$ cat config.mk
export PLATFORM = sky130hd
export DESIGN_NAME = pad_in_filter
export DESIGN_NICKNAME = d
export VERILOG_FILES = /design/src/rtl/pad_in_filter.sv
export SDC_FILE = /design/constraint.sdc
export NUM_CORES = 2
export LEC_CHECK = 0
export CORE_ASPECT_RATIO = 0.5
export CORE_MARGIN = 1.5
export CORE_UTILIZATION = 60
export DETAILED_ROUTE_END_ITERATION = 10
export PLACE_DENSITY = 0.79
export SETUP_SLACK_MARGIN = 0.4
export SYNTH_ARGS = -nofsm -noshare
export SYNTH_HDL_FRONTEND = slang
export SYNTH_SLANG_ARGS = --single-unit
$ cat constraint.sdc
create_clock -name clk_i -period 11.4 [get_ports clk_i]
set_clock_uncertainty 0.05 [all_clocks]
set_input_delay 3.42 -clock clk_i [delete_from_list [all_inputs] [get_ports clk_i]]
set_output_delay 3.42 -clock clk_i [all_outputs]
set_load 0.05 [all_outputs]
$ cat src/rtl/pad_in_filter.sv
// -----------------------------------------------------------------------------
// pad_in_filter
//
// Per-pad input conditioning between the padring input bus and the peripheral
// inputs. Each lane has a two-flop synchroniser, an optional glitch filter
// with a shared programmable stability threshold, and single-cycle rise/fall
// event pulses derived from the conditioned level.
//
// Ports
//   clk_i            peripheral clock; all state lives in this domain
//   rst_i            synchronous active-high reset
//   pad_in_i         raw pad levels, asynchronous to clk_i
//   filter_en_i      per-lane filter enable (clk_i domain, quasi-static)
//   filter_cycles_i  shared threshold T; a change needs T+1 stable cycles
//   pad_in_o         conditioned levels (registered)
//   rise_o           one-cycle pulse in the cycle pad_in_o goes 0->1
//   fall_o           one-cycle pulse in the cycle pad_in_o goes 1->0
// -----------------------------------------------------------------------------
module pad_in_filter #(
    parameter int NPads = 66,
    parameter int CntW  = 16
) (
    input  logic             clk_i,
    input  logic             rst_i,
    input  logic [NPads-1:0] pad_in_i,
    input  logic [NPads-1:0] filter_en_i,
    input  logic [CntW-1:0]  filter_cycles_i,
    output logic [NPads-1:0] pad_in_o,
    output logic [NPads-1:0] rise_o,
    output logic [NPads-1:0] fall_o
);

    logic [NPads-1:0] sync1_r;
    logic [NPads-1:0] sync2_r;
    logic [NPads-1:0] out_r;
    logic [NPads-1:0] rise_r;
    logic [NPads-1:0] fall_r;
    logic [CntW-1:0]  cnt_r      [NPads];

    logic [NPads-1:0] out_next_s;
    logic [CntW-1:0]  cnt_next_s [NPads];

    // Per-lane filter decision: next conditioned level and next counter value.
    always_comb begin
        for (int i = 0; i < NPads; i++) begin
            out_next_s[i] = out_r[i];
            cnt_next_s[i] = cnt_r[i];
            if (!filter_en_i[i]) begin
                // Bypass: follow the synchroniser, keep the counter idle so a
                // later enable starts counting from zero.
                out_next_s[i] = sync2_r[i];
                cnt_next_s[i] = {CntW{1'b0}};
            end else if (sync2_r[i] == out_r[i]) begin
                // Input agrees with the output: any partial excursion is dropped.
                cnt_next_s[i] = {CntW{1'b0}};
            end else if (cnt_r[i] >= filter_cycles_i) begin
                // '>=' rather than '==' so lowering T mid-count still commits
                // at the next edge instead of counting on to wrap.
                out_next_s[i] = sync2_r[i];
                cnt_next_s[i] = {CntW{1'b0}};
            end else begin
                cnt_next_s[i] = cnt_r[i] + CntW'(1);
            end
        end
    end

    // State registers: synchroniser, filter counters, output level and the
    // edge pulses (computed from the level transition being committed, which
    // is the same as comparing the output with its one-cycle-delayed copy).
    always_ff @(posedge clk_i) begin
        if (rst_i) begin
            sync1_r <= {NPads{1'b0}};
            sync2_r <= {NPads{1'b0}};
            out_r   <= {NPads{1'b0}};
            rise_r  <= {NPads{1'b0}};
            fall_r  <= {NPads{1'b0}};
            for (int i = 0; i < NPads; i++) begin
                cnt_r[i] <= {CntW{1'b0}};
            end
        end else begin
            sync1_r <= pad_in_i;
            sync2_r <= sync1_r;
            out_r   <= out_next_s;
            rise_r  <= out_next_s & ~out_r;
            fall_r  <= ~out_next_s & out_r;
            for (int i = 0; i < NPads; i++) begin
                cnt_r[i] <= cnt_next_s[i];
            end
        end
    end

    assign pad_in_o = out_r;
    assign rise_o   = rise_r;
    assign fall_o   = fall_r;

endmodule

==> impl_metrics.json <==
{
  "synth_compound_area_frac": 0.0638,
  "rows": 92,
  "drt-vias-per-instance": 5.65,
  "whs_ns": 0.383,
  "synth_cells": 8291,
  "placed_area_mm2": 0.0812,
  "grt_overflow": 0,
  "drc": 0,
  "postLayoutCoreUtil": 0.678,
  "grt_pass1_vias": 56300,
  "vdd_drop_max_uv": 121,
  "num_vias": 58700,
  "synth_top_family_by_area": "simple AND/OR/NAND/NOR gates",
  "worstHoldPathType": "flop to flop",
  "crit_type": "input pin to flop",
  "die_area_mm2": 0.129,
  "finalPower_mw": 10.0,
  "synth_fa_ha_area_frac": 0.184,
  "synthTopCellsByCount": "dfxtp_1 (1386), nor2_1 (1168), ha_1 (1122), xor2_1 (544), xnor2_1 (444)",
  "layout_setup_ws_ns": 4.54,
  "timing.max_cap.violations": 0,
  "cts_setup_buffers": 0,
  "cts_buffers": 121,
  "critPathMaxFanout": 34,
  "syn2layout_area_growth_pct": 12.0,
  "slew_viol_final": 0,
  "yosys_most_used_dff": "dfxtp_1",
  "place_congestion": 0.846,
  "clkSinkCount": 1386,
  "ctsHoldBuffers": 0,
  "ys_seq_area_frac": 0.364,
  "pwr_density_cell_mw_per_mm2": 117,
  "design_area_mm2": 0.0855,
  "routed_wl_um": 178000,
  "worst_slew_pin_slew_ns": 1.12,
  "slew_headroom": 0.251,
  "io_buffer_count": 347,
  "start_util": 0.605,
  "muxShareOfSynthArea": 0.00866,
  "setup_violations": 0,
  "synth_edf_count": 0,
  "arrival_ns": 7.40,
  "dpl_worst_slack_ns": 3.80,
  "synth_fp_nets": 9563,
  "cts.path.max_buffers": 3,
  "die_h_um": 255,
  "ys_types": 50,
  "post-route-min-period_ns": 6.86,
  "start_kind": "input pin",
  "synth.top_cells.by_area": "dfxtp_1 (36%), ha_1 (18%), xor2_1 (6.2%), nor2_1 (5.7%), xnor2_1 (5.1%)",
  "dp_cells": 10200,
  "rsz0062_at_grt": "false",
  "grt_pass1_wl_um": 287000,
  "synth_area_mm2": 0.0763,
  "endpoint_kind": "flop",
  "r2r-start": "cnt_r[26][0]",
  "grt_antenna_before_repair": 4,
  "firstDrtPassIters": 5,
  "hold_viol": 0,
  "grt_max_degree": 113,
  "cts.repair.resized": 0,
  "groute.usage.overall": 0.270,
  "maxClockFrequency_mhz": 146,
  "yosys.area_share.xor_xnor": 0.113,
  "yosysMostFrequentCell": "dfxtp_1",
  "io_pins": 348,
  "ys_async_sr_fraction": 0,
  "fin_cells": 10400,
  "drive_gt1_frac": 0.0507,
  "synth-seq-cells": 1386,
  "cts_max_level": 3,
  "synth_simple_gate_area_frac": 0.244,
  "yosys.area.top_type": "dfxtp_1",
  "startpoint": "filter_cycles_i[10]",
  "drt.antenna.violating_nets": 0,
  "p_leak_nw": 33.5,
  "finalSetupTns_ns": 0,
  "cts_root_buf": "clkbuf_16",
  "netlist.area_leader.share": 0.364,
  "drt_iter0_markers": 3225,
  "wl_per_cell_um": 17.1,
  "syn_avg_cell_area_um2": 9.21,
  "clk_latency_ns": 0.76,
  "tritoncts": "done",
  "cp.required_ns": 11.94,
  "min_from": "sync1_r[37]",
  "nets": 9867,
  "place_hpwl_um": 116000,
  "outcome": "completed",
  "period_share": 0.601,
  "synth_warnings": 0,
  "die_w_um": 507,
  "clk_pin_slew_ns": 0.07,
  "fp.coreArea_mm2": 0.126
}
[power by group]
part / internal (mW) / total [mW] / switching [mW]
combinational: 0.240 / 0.656 / 0.416
clock: 2.51 / 4.43 / 1.92
sequential: 4.88 / 4.91 / 0.0341
total: 7.63 / 10.0 / 2.37
[state kept, by name, summed over array words and instances (netlist names)]
signal    cells
pad_in_o     66
sync1_r      66
cnt_r      1056
rise_o       66
fall_o       66
sync2_r      66
[worst max-delay path: stages]
cell,delay [ns]
clkdlybuf4s50_1,0.49
inv_6,0.43
buf_4,0.76
ha_1,0.27
nand2_1,0.05
o21ai_0,0.25
a41oi_1,0.09
o311ai_1,0.52
or3_1,0.93
nor2_1,0.12
[layout by cell type, fill, tap and decap left out, types with 66 or more instances in the layout]
master,synthesis,final
ha_1,1122,1122
xnor2_1,444,444
nor2b_1,290,290
or3_1,67,67
clkdlybuf4s50_1,0,345
nor3_1,87,87
a21oi_1,383,383
dfxtp_1,1386,1386
nor2_1,1168,1168
mux2i_1,66,66
clkbuf_16,0,123
nand2_1,443,443
xor2_1,544,544
nand2b_1,171,171
nand3_1,397,397
nor2_4,144,144
nor3b_1,130,130
and4_1,84,84
nand4_1,178,178
o21ai_0,209,209
and3_1,258,258
inv_1,207,192
[final timing paths]
check / cells past startpoint / to / slack [ns]
setup / recovery: 10 / cnt_r[65][4] / 4.54
hold / removal: 1 / sync2_r[37] / 0.38
setup reg to reg: 8 / cnt_r[26][4] / 8.25
hold reg to reg: 1 / sync2_r[37] / 0.38
[logic make-up after synthesis]
logic type	Yosys count
fa+ha+maj	1122
flops	1386
mux	66
buf+inv	397
compound gates	809
xor+xnor	988
simple gates	3523
[final cells by class]
type / count / area [um^2]
Inverter: 207 / 845
Sequential cell: 1386 / 27700
Clock inverter: 58 / 713
Tap cell: 1692 / 2120
Antenna cell: 1 / 2.50
Clock buffer: 163 / 3550
Timing Repair Buffer: 371 / 3670
Multi-Input combinational cell: 6508 / 46800
Fill cell: 9830 / 40600
[per-layer routing]
| metal | vias to the layer above | GRT usage | share of wire | wire (um) |
|---|---|---|---|---|
| met5 | - | 0 | 0.000073 | 13 |
| met4 | 2 | 0.0769 | 0.028 | 5000 |
| met1 | 27900 | 0.346 | 0.45 | 80500 |
| met3 | 316 | 0.0346 | 0.043 | 7560 |
| met2 | 1004 | 0.475 | 0.48 | 84500 |
| li1 | 29400 | - | - | - |
No activity file was read; power rests on OpenSTA's default activity.
